File: config.mk
export PLATFORM = sky130hd
export DESIGN_NAME = rtr_next_hop_lar_pipe
export DESIGN_NICKNAME = d
export VERILOG_FILES = /design/src/rtl/rtr_next_hop_lar_pipe_pkg.sv /design/src/rtl/rtr_lar_route_calc.sv /design/src/rtl/rtr_next_hop_lar_pipe.sv
export SDC_FILE = /design/constraint.sdc
export NUM_CORES = 1
export LEC_CHECK = 0
export CAP_MARGIN = 15
export CELL_PAD_IN_SITES_DETAIL_PLACEMENT = 0
export CELL_PAD_IN_SITES_GLOBAL_PLACEMENT = 1
export CORE_AREA = 3 3 93 95
export DETAILED_ROUTE_END_ITERATION = 10
export DIE_AREA = 0 0 96 98
export PLACE_DENSITY_LB_ADDON = 0.1
export SETUP_SLACK_MARGIN = 0.3
export SLEW_MARGIN = 20
export SYNTH_ARGS = -nofsm -noshare
export SYNTH_HDL_FRONTEND = slang
export SYNTH_SLANG_ARGS = --single-unit
File: constraint.sdc
create_clock -name clk -period 4.88 [get_ports clk]
set_input_delay 0.976 -clock clk [delete_from_list [all_inputs] [get_ports clk]]
set_output_delay 0.976 -clock clk [all_outputs]
set_load 0.05 [all_outputs]
File: src/rtl/rtr_next_hop_lar_pipe_pkg.sv
// rtr_next_hop_lar_pipe_pkg: topology/routing constants and width helpers for the lookahead routing pipe
package rtr_next_hop_lar_pipe_pkg;
  typedef enum logic [1:0] {CONNECTIVITY_LINE, CONNECTIVITY_RING, CONNECTIVITY_FULL} connectivity_e;
  typedef enum logic [0:0] {ROUTING_TYPE_PHASED_DOR} routing_type_e;
  function automatic int clogb(input int v);
    int r;
    r = 0;
    while ((1 << r) < v) r++;
    return r;
  endfunction
  function automatic int nbrs_per_dim(input connectivity_e conn, input int n);
    return conn == CONNECTIVITY_FULL ? n - 1 : 2;
  endfunction
endpackage

File: src/rtl/rtr_lar_route_calc.sv
// rtr_lar_route_calc: combinational phased-DOR route (port, class) a router at cur_addr applies to a header
module rtr_lar_route_calc
  import rtr_next_hop_lar_pipe_pkg::*;
#(
  parameter int num_resource_classes = 2,
  parameter int num_routers_per_dim = 4,
  parameter int num_dimensions = 2,
  parameter int num_nodes_per_router = 1,
  parameter connectivity_e connectivity = CONNECTIVITY_LINE,
  localparam int dim_addr_width = clogb(num_routers_per_dim),
  localparam int router_addr_width = num_dimensions * dim_addr_width,
  localparam int node_addr_width = clogb(num_nodes_per_router),
  localparam int rc_idx_width = clogb(num_resource_classes),
  localparam int num_neighbors_per_dim = nbrs_per_dim(connectivity, num_routers_per_dim),
  localparam int num_ports = num_dimensions * num_neighbors_per_dim + num_nodes_per_router,
  localparam int port_idx_width = clogb(num_ports),
  localparam int dest_info_width = num_resource_classes * router_addr_width + node_addr_width
) (
  input  logic [router_addr_width-1:0] cur_addr,
  input  logic [dest_info_width-1:0]   dest_info,
  input  logic [rc_idx_width-1:0]      rc,
  output logic [port_idx_width-1:0]    port,
  output logic [rc_idx_width-1:0]      next_rc
);
  localparam int n = num_routers_per_dim;
  localparam int eject_base = num_dimensions * num_neighbors_per_dim;
  logic [router_addr_width-1:0] dest;
  logic [port_idx_width-1:0] dim_port, eject_port;
  int ld, cd, dd;
  // Class advances while this router already is the current phase's destination.
  always_comb begin
    next_rc = rc;
    for (int k = 0; k < num_resource_classes - 1; k++)
      if (next_rc == rc_idx_width'(k) &&
          cur_addr == dest_info[node_addr_width + k*router_addr_width +: router_addr_width])
        next_rc = rc_idx_width'(k + 1);
    dest = dest_info[node_addr_width + int'(next_rc)*router_addr_width +: router_addr_width];
    ld = 0;
    cd = 0;
    dd = 0;
    for (int d = num_dimensions - 1; d >= 0; d--)
      if (cur_addr[d*dim_addr_width +: dim_addr_width] != dest[d*dim_addr_width +: dim_addr_width]) begin
        ld = d;
        cd = int'(cur_addr[d*dim_addr_width +: dim_addr_width]);
        dd = int'(dest[d*dim_addr_width +: dim_addr_width]);
      end
  end
  case (connectivity)
    CONNECTIVITY_RING: begin : g_ring
      assign dim_port = port_idx_width'(2*ld + ((((dd - cd + n) % n) <= n/2) ? 1 : 0));
    end
    CONNECTIVITY_FULL: begin : g_full
      assign dim_port = port_idx_width'(ld*(n-1) + (dd - cd - 1 + 2*n) % n);
    end
    default: begin : g_line
      assign dim_port = port_idx_width'(2*ld + (dd > cd ? 1 : 0));
    end
  endcase
  if (node_addr_width > 0) begin : g_node
    assign eject_port = port_idx_width'(eject_base + int'(dest_info[node_addr_width-1:0]));
  end else begin : g_one
    assign eject_port = port_idx_width'(eject_base);
  end
  assign port = cur_addr == dest ? eject_port : dim_port;
endmodule

File: src/rtl/rtr_next_hop_lar_pipe.sv
// rtr_next_hop_lar_pipe: per-channel two-stage pipe computing next-hop address and the next router's lar_info
module rtr_next_hop_lar_pipe
  import rtr_next_hop_lar_pipe_pkg::*;
#(
  parameter int num_channels = 2,
  parameter int num_resource_classes = 2,
  parameter int num_routers_per_dim = 4,
  parameter int num_dimensions = 2,
  parameter int num_nodes_per_router = 1,
  parameter connectivity_e connectivity = CONNECTIVITY_LINE,
  parameter routing_type_e routing_type = ROUTING_TYPE_PHASED_DOR,
  localparam int dim_addr_width = clogb(num_routers_per_dim),
  localparam int router_addr_width = num_dimensions * dim_addr_width,
  localparam int node_addr_width = clogb(num_nodes_per_router),
  localparam int rc_idx_width = clogb(num_resource_classes),
  localparam int num_neighbors_per_dim = nbrs_per_dim(connectivity, num_routers_per_dim),
  localparam int num_ports = num_dimensions * num_neighbors_per_dim + num_nodes_per_router,
  localparam int port_idx_width = clogb(num_ports),
  localparam int dest_info_width = num_resource_classes * router_addr_width + node_addr_width,
  localparam int lar_info_width = port_idx_width + rc_idx_width
) (
  input  logic                                       clk,
  input  logic                                       reset,
  input  logic [router_addr_width-1:0]               router_address,
  input  logic [num_channels-1:0]                    in_valid,
  output logic [num_channels-1:0]                    in_ready,
  input  logic [num_channels*dest_info_width-1:0]    in_dest_info,
  input  logic [num_channels*lar_info_width-1:0]     in_lar_info,
  output logic [num_channels-1:0]                    out_valid,
  input  logic [num_channels-1:0]                    out_ready,
  output logic [num_channels*router_addr_width-1:0]  out_next_addr,
  output logic [num_channels*lar_info_width-1:0]     out_lar_info,
  output logic [num_channels*dest_info_width-1:0]    out_dest_info,
  output logic [num_channels-1:0]                    err_route
);
  localparam int n = num_routers_per_dim;
  localparam int daw = dim_addr_width;
  // Any hop under an unsupported routing scheme is flagged as illegal.
  localparam bit dor_ok = routing_type == ROUTING_TYPE_PHASED_DOR;
  for (genvar c = 0; c < num_channels; c++) begin : g_ch
    logic [dest_info_width-1:0] di, s1_di, s2_di;
    logic [port_idx_width-1:0] port, calc_port;
    logic [rc_idx_width-1:0] rc, s1_rc, calc_rc;
    logic [router_addr_width-1:0] next_addr, s1_addr, s2_addr;
    logic [lar_info_width-1:0] s2_lar;
    logic hop_err, s1_valid, s2_valid, err, s2_load;
    assign di = in_dest_info[c*dest_info_width +: dest_info_width];
    assign {port, rc} = in_lar_info[c*lar_info_width +: lar_info_width];
    assign s2_load = !s2_valid || out_ready[c];
    assign in_ready[c] = !s1_valid || s2_load;
    case (connectivity)
      CONNECTIVITY_RING: begin : g_ring
        always_comb begin
          next_addr = router_address;
          hop_err = !dor_ok;
          for (int d = 0; d < num_dimensions; d++) begin
            if (port == port_idx_width'(2*d))
              next_addr[d*daw +: daw] = router_address[d*daw +: daw] == '0 ?
                daw'(n-1) : router_address[d*daw +: daw] - daw'(1);
            if (port == port_idx_width'(2*d+1))
              next_addr[d*daw +: daw] = router_address[d*daw +: daw] == daw'(n-1) ?
                '0 : router_address[d*daw +: daw] + daw'(1);
          end
        end
      end
      CONNECTIVITY_FULL: begin : g_full
        logic [router_addr_width-1:0] dest;
        assign dest = di[node_addr_width + int'(rc)*router_addr_width +: router_addr_width];
        always_comb begin
          next_addr = router_address;
          hop_err = !dor_ok;
          for (int d = 0; d < num_dimensions; d++)
            if (int'(port) >= d*(n-1) && int'(port) < (d+1)*(n-1))
              next_addr[d*daw +: daw] = dest[d*daw +: daw];
        end
      end
      default: begin : g_line
        always_comb begin
          next_addr = router_address;
          hop_err = !dor_ok;
          for (int d = 0; d < num_dimensions; d++) begin
            if (port == port_idx_width'(2*d)) begin
              if (router_address[d*daw +: daw] == '0) hop_err = 1'b1;
              else next_addr[d*daw +: daw] = router_address[d*daw +: daw] - daw'(1);
            end
            if (port == port_idx_width'(2*d+1)) begin
              if (router_address[d*daw +: daw] == daw'(n-1)) hop_err = 1'b1;
              else next_addr[d*daw +: daw] = router_address[d*daw +: daw] + daw'(1);
            end
          end
        end
      end
    endcase
    rtr_lar_route_calc #(
      .num_resource_classes(num_resource_classes),
      .num_routers_per_dim(num_routers_per_dim),
      .num_dimensions(num_dimensions),
      .num_nodes_per_router(num_nodes_per_router),
      .connectivity(connectivity)
    ) u_calc (
      .cur_addr(s1_addr),
      .dest_info(s1_di),
      .rc(s1_rc),
      .port(calc_port),
      .next_rc(calc_rc)
    );
    always_ff @(posedge clk or negedge reset) begin
      if (!reset) begin
        s1_valid <= 1'b0;
        s2_valid <= 1'b0;
        err <= 1'b0;
        s1_addr <= '0;
        s1_rc <= '0;
        s1_di <= '0;
        s2_addr <= '0;
        s2_lar <= '0;
        s2_di <= '0;
      end else begin
        if (in_ready[c]) s1_valid <= in_valid[c];
        if (in_ready[c] && in_valid[c]) begin
          s1_addr <= next_addr;
          s1_rc <= rc;
          s1_di <= di;
          err <= err | hop_err;
        end
        if (s2_load) s2_valid <= s1_valid;
        if (s2_load && s1_valid) begin
          s2_addr <= s1_addr;
          s2_lar <= {calc_port, calc_rc};
          s2_di <= s1_di;
        end
      end
    end
    assign out_valid[c] = s2_valid;
    assign err_route[c] = err;
    assign out_next_addr[c*router_addr_width +: router_addr_width] = s2_addr;
    assign out_lar_info[c*lar_info_width +: lar_info_width] = s2_lar;
    assign out_dest_info[c*dest_info_width +: dest_info_width] = s2_di;
  end
endmodule

==> implementation parameters, run 1 <==
Parameter                              Value

GRT
  Via count of the first global-routing pass    2,441
  First-pass GRT wire length    12.4 mm
  Remaining global-route overflow    0
  GR Util All Layers    0.168
  Maximum number of pins on one net before global-route repair    37
  Number of antenna violations at the first check in global routing    0

Setup path
  Type of element capturing the critical path    output port
  Worst Setup Start Kind    input port
  Data required time at the worst endpoint    3.90 ns
  Standard cell with the maximum stage delay on the critical path    clkdlybuf4s50_1
  Data arrival time at the worst-slack endpoint    2.42 ns
  Start-to-end type of the worst setup path    input port to output port
  Biggest fanout along the worst timing path    3
  Critical path cell sequence    clkdlybuf4s50_1 -> nand3b_1 -> clkdlybuf4s50_1
  Cell repeated most along the worst path    clkdlybuf4s50_1
  Maximum cell stage delay along the critical path    around 0.82 ns
  Worst reg2reg setup slack    1.84 ns

Power
  Power per Cell Area    between 400 and 500 nW/um^2
  Leakage power figure    1.80 nW
  VDD IR max    approximately 0.00018 V

Timing
  Minimum clock period    around 3.4 ns
  Unrepaired setup endpoints after global routing    no
  Final period utilization    0.695
  Maximum clock skew at final layout    between 0.009 and 0.01 ns
  Slew Limit Fails    0
  Setup TNS after final layout    0 ns
  Hold Worst Slack    0.477 ns
  Worst slew pin tran    about 0.8 ns
  Maximum achievable frequency    between 200 and 300 MHz
  Worst relative slew slack    0.464
  Final count of hold timing violations    0
  Count of endpoints failing setup in the final report    0

CTS
  CTS sink count    64
  CTS tree    done
  Clock buffer count from CTS    9
  Depth of the CTS H-tree    3
  Clock buffer depth    2
  CTS root buffer    clkbuf_8
  Clk_lat worst skew    ~0.34 ns
  Post CTS Setup Buffer Count    0
  Clock slew at the register clock pins of the worst setup and hold paths    roughly 0.07 ns
  Post-cts resize count    0
  Count of hold-fix buffers inserted at cts    0

Finish
  Fraction of final layout cells sized beyond drive strength 1    0.188
  Count of fill cells added during filler insertion    between 700 and 800
  Layout area overhead    27.1%
  Seq. cell area    1600 um^2
  Commonest non-fill, non-tap cells in the layout    70 x clkdlybuf4s50_1, 64 x dfrtp_1, 43 x mux2_2
  Design Area, Final    4310 um^2
  Area used by multi-input combinational logic    around 1700 um^2
  Nets    between 400 and 500
  Final Instance Count excl. Fillers    between 400 and 500
  Leading cell type in the layout, fill and taps excluded    clkdlybuf4s50_1
  Number of diodes added for antenna fixing    0

Synthesis
  Cells after synthesis    319
  Flip-flop and latch count after synthesis    64
  EDFF count, synth    0
  Warning count from the yosys run    0
  Top flip-flop cell by instance count after synthesis    dfrtp_1
  Post-Synthesis Mean Instance Area    between 10 and 15 um^2
  Register area share after synthesis    0.472
  FFs w/ async S/R, synth    1.00
  Synthesized Nets    357
  Cell area after synthesis    roughly 3400 um^2
  Post-synth cell types    56

Routing
  Number of iterations in the first detailed-routing pass    4
  Iter 0 DRT Violations    slightly above 80
  Antenna Violating Nets Remaining    0
  Vias after detailed routing    ~2,500
  Routed wire length    around 7.3 mm
  DR DRC count    0
  Routed wire length per instance    15.1 um
  Via/cell ratio    between 5 and 6

Die
  Starting Density    0.435
  Die Outline Area    about 9400 um^2
  Height of the chip    about 98 um
  Total number of placement rows    32
  # IOs    72
  Die span in x    between 90 and 100 um
  Core region area    just under 8000 um^2

Place
  Post-placement cell area    4120 um^2
  Detailed-placement wirelength estimate    ~5.4 mm
  Placed Cells    470
  Final weighted congestion of routability-driven global placement    0.850
  Input/output buffers    71

Min path
  Class of the most critical hold timing path    flop to flop

Job
  Max cap viols    0

Status
  Status    completed
## synth_stat cells (3+ instances only)
| master | instances | area share |
|---|---|---|
| a21oi_1 | 17 | 0.025 |
| o21ai_1 | 3 | 0.0044 |
| xnor2_1 | 9 | 0.023 |
| o31ai_1 | 7 | 0.015 |
| or2_2 | 3 | 0.0055 |
| nor2b_1 | 7 | 0.013 |
| nand3b_1 | 5 | 0.011 |
| nand2_1 | 34 | 0.038 |
| buf_2 | 3 | 0.0044 |
| buf_4 | 6 | 0.013 |
| nor2_1 | 15 | 0.017 |
| inv_1 | 5 | 0.0055 |
| a22oi_1 | 4 | 0.0088 |
| nand2b_1 | 8 | 0.015 |
| nand3_1 | 3 | 0.0044 |
| dfrtp_1 | 64 | 0.47 |
| ha_1 | 4 | 0.015 |
| or3_1 | 3 | 0.0055 |
| mux2_2 | 43 | 0.14 |
| clkbuf_1 | 13 | 0.014 |
| o21ai_0 | 16 | 0.024 |
| mux2i_1 | 5 | 0.015 |
## cell families after synthesis
family,Yosys count,synth area share
compound gates,73,0.146
flops,64,0.472
xor+xnor,13,0.0380
buf+inv,28,0.0409
simple gates,88,0.128
fa+ha+maj,4,0.0147
mux,49,0.161
## registers in the layout, indices dropped and copies added (netlist names)
name           flops
g_ch.s1_di        16
g_ch.s2_di        16
g_ch.s1_addr       8
g_ch.s2_addr       8
g_ch.s2_lar        8
g_ch.err           2
g_ch.s1_rc         2
g_ch.s1_valid      2
g_ch.s2_valid      2
## where the power goes
| group | internal [mW] | switching (mW) |
|---|---|---|
| combinational | 0.355 | 0.523 |
| sequential | 0.640 | 0.0956 |
| clock | 0.263 | 0.198 |
| total | 1.26 | 0.817 |
## cell type report
class / instances / share of cell area
Clock inverter: 3 / 0.00928
Sequential cell: 64 / 0.371
Timing Repair Buffer: 72 / 0.165
Tap cell: 102 / 0.0296
Multi-Input combinational cell: 227 / 0.383
Clock buffer: 13 / 0.0368
Inverter: 5 / 0.00435
## critical path, delay by kind of cell
family                 cells  cell delay, ns
buffers and inverters      2            1.29
AND/OR/NAND/NOR            1            0.15
## layer usage
metal,track usage,up-vias,routed length [um]
met5,0,-,0
met4,0.0656,0,117
met3,0.0385,8,386
met2,0.230,66,3090
met1,0.254,1215,3740
li1,-,1257,-
## final timing paths
| check | startpoint | to | cells past startpoint |
|---|---|---|---|
| worst max-delay path | out_ready[1] | in_ready[1] | 3 |
| worst min-delay path | g_ch[0].err | g_ch[0].err | 1 |
| worst max register to register | g_ch[0].s1_addr[2] | g_ch[0].s2_lar[1] | 10 |
| worst min register to register | g_ch[0].err | g_ch[0].err | 1 |
| max in group asynchronous | reset | g_ch[0].s1_addr[1] | 2 |
| min in group asynchronous | reset | g_ch[0].s2_di[7] | 1 |
## per-stage QoR
stage / utilization / power (mW) / setup slack, ns
2_1_floorplan: - / 1.36 / 2.19
3_3_place_gp: 0.527 / 1.62 / 1.52
3_5_place_dp: 0.527 / 1.63 / 1.48
4_1_cts: 0.553 / 2.10 / 1.48
5_1_grt: 0.553 / 2.20 / 1.43
6_report: 0.553 / 2.07 / 1.49
No activity file was read; power rests on OpenSTA's default activity.
==> inputs of run 2 (changes only) <==
--- a/config.mk
+++ b/config.mk
@@ -8,9 +8,9 @@
 export CAP_MARGIN = 15
 export CELL_PAD_IN_SITES_DETAIL_PLACEMENT = 0
 export CELL_PAD_IN_SITES_GLOBAL_PLACEMENT = 1
-export CORE_AREA = 3 3 93 95
+export CORE_AREA = 3 3 97 99
 export DETAILED_ROUTE_END_ITERATION = 10
-export DIE_AREA = 0 0 96 98
+export DIE_AREA = 0 0 100 102
 export PLACE_DENSITY_LB_ADDON = 0.1
 export SETUP_SLACK_MARGIN = 0.3
 export SLEW_MARGIN = 20
==> constraint.sdc (replaced) <==
create_clock -name clk -period 3.46 [get_ports clk]
set_input_delay 0.692 -clock clk [delete_from_list [all_inputs] [get_ports clk]]
set_output_delay 0.692 -clock clk [all_outputs]
set_load 0.05 [all_outputs]
==> implementation parameters, run 2 (synthesized netlist as in run 1, its figures left out) <==
Parameter                              Value

Timing
  Maximum achievable frequency    around 360 MHz
  Worst relative slew slack    0.474 (+0.00929)
  Final count of hold timing violations    0 (unchanged)
  Worst slew pin tran    0.787 ns (-0.0139 ns)
  Slew Limit Fails    0 (unchanged)
  Unrepaired setup endpoints after global routing    no
  Setup TNS after final layout    0 ns (unchanged)
  Minimum clock period    about 2.8 ns
  Count of endpoints failing setup in the final report    0 (unchanged)
  Maximum clock skew at final layout    0.00687 ns (-0.00262 ns)
  Hold Worst Slack    0.351 ns (-0.126 ns)
  Final period utilization    0.813

Status
  Status    completed

CTS
  Post-cts resize count    0 (unchanged)
  CTS root buffer    clkbuf_8
  Count of hold-fix buffers inserted at cts    0 (unchanged)
  Clock slew at the register clock pins of the worst setup and hold paths    0.07 ns (about the same)
  Clock buffer depth    2 (unchanged)
  Post CTS Setup Buffer Count    0 (unchanged)
  CTS sink count    64 (unchanged)
  Clk_lat worst skew    0.33 ns (about the same)
  Depth of the CTS H-tree    3 (unchanged)
  Clock buffer count from CTS    9 (unchanged)
  CTS tree    done

Power
  VDD IR max    0.000209 V (+16%)
  Leakage power figure    1.80 nW (+0.35%)
  Power per Cell Area    661 nW/um^2 (+37%)

Die
  Height of the chip    102 um (+4.1%)
  Die span in x    100 um (+4.2%)
  Die Outline Area    10,200 um^2 (+8.4%)
  # IOs    72 (unchanged)
  Total number of placement rows    34 (+6.3%)
  Core region area    8640 um^2 (+11%)
  Starting Density    0.393 (-0.0417)

Finish
  Count of fill cells added during filler insertion    796 (+11%)
  Layout area overhead    27.5%
  Leading cell type in the layout, fill and taps excluded    clkdlybuf4s50_1
  Number of diodes added for antenna fixing    0 (unchanged)
  Nets    420 (+0.72%)
  Largest registers    g_ch.s1_di (16), g_ch.s2_di (16)
  Commonest non-fill, non-tap cells in the layout    70 x clkdlybuf4s50_1, 64 x dfrtp_1, 43 x mux2_2
  Fraction of final layout cells sized beyond drive strength 1    0.199 (+0.0115)

Job
  Max cap viols    0 (unchanged)

Routing
  Number of iterations in the first detailed-routing pass    4 (unchanged)
  Iter 0 DRT Violations    102 (+23%)
  Routed wire length per instance    14.8 um (-1.6%)
  Routed wire length    7.35 mm (+0.23%)
  Vias after detailed routing    2,558 (+0.47%)
  Via/cell ratio    5.17 (-1.4%)
  DR DRC count    0 (unchanged)
  Antenna Violating Nets Remaining    0 (unchanged)

GRT
  Number of antenna violations at the first check in global routing    0 (unchanged)
  Remaining global-route overflow    0 (unchanged)
  Via count of the first global-routing pass    2,511 (+2.9%)
  GR Util All Layers    0.158 (-0.00982)
  Maximum number of pins on one net before global-route repair    27 (-27%)
  First-pass GRT wire length    12.8 mm (+3.5%)

Min path
  Class of the most critical hold timing path    input port to async pin

Setup path
  Biggest fanout along the worst timing path    3 (unchanged)
  Data required time at the worst endpoint    2.77 ns (-1.13 ns)
  Worst Setup Start Kind    input port
  Start-to-end type of the worst setup path    input port to output port
  Type of element capturing the critical path    output port
  Data arrival time at the worst-slack endpoint    2.12 ns (-0.30 ns)
  Worst reg2reg setup slack    0.65 ns (-1.19 ns)

Place
  Input/output buffers    71 (unchanged)
  Final weighted congestion of routability-driven global placement    0.800 (-5.9%)
  Detailed-placement wirelength estimate    5.47 mm (+1.7%)
==> run 2: cell types whose count changed in the layout (fill, tap and decap cells not counted) <==
cell | previous run | this run
buf_4 | 1 | 4
clkbuf_1 | 2 | 0
bufinv_16 | 1 | 0
clkinv_2 | 2 | 3
clkinv_4 | 0 | 1
clkinvlp_4 | 0 | 1
==> run 2: cell type report <==
cell class,count,area [um^2],share of cell area
clock buffers,11,151,0.0350
flip-flops and latches,64,1600,0.370
multi-input cells,227,1650,0.382
inverters,5,18.8,0.00434
repair buffers,75,736,0.170
well taps,108,135,0.0312
clock inverters,5,31.3,0.00723
==> run 2: final timing paths <==
path,startpoint,endpoint,depth (start not counted)
setup / recovery,out_ready[0],in_ready[0],3
hold / removal,reset,g_ch[0].s2_addr[0],1
setup reg to reg,g_ch[1].s1_addr[1],g_ch[1].s2_lar[1],10
hold reg to reg,g_ch[1].err,g_ch[1].err,1
max in group asynchronous,reset,g_ch[1].s2_addr[3],2
min in group clk,g_ch[1].err,g_ch[1].err,1
==> run 2: routing by layer <==
metal | global-route usage | routed length [um] | vias up
li1 | - | - | 1262
met1 | 0.228 | 3730 | 1229
met2 | 0.234 | 3140 | 61
met3 | 0.0485 | 397 | 6
met4 | 0.0373 | 75 | 0
met5 | 0 | 0 | -
==> run 2: critical path, stage by stage <==
cell and delay, ns:
clkdlybuf4s50_1 0.47, nand3b_1 0.14, clkdlybuf4s50_1 0.81
==> run 2: power by group <==
part	internal [mW]	leakage [nW]	switching, mW
sequential	0.903	0.761	0.128
clock	0.296	0.0951	0.283
combinational	0.505	0.948	0.743
total	1.70	1.80	1.15
==> run 2: metrics by stage <==
| step | power [mW] | util | std cells | setup slack [ns] | cell area [um^2] |
|---|---|---|---|---|---|
| finish | 2.86 | 0.501 | 495 | 0.648 | 4330 |
| global route | 3.05 | 0.501 | 495 | 0.370 | 4330 |
| CTS | 2.90 | 0.501 | 495 | 0.638 | 4330 |
| detailed placement | 2.30 | 0.480 | 479 | 0.646 | 4150 |
| global placement | 2.29 | 0.480 | 479 | 0.653 | 4150 |
| floorplan | 1.92 | - | 319 | 1.04 | 3390 |
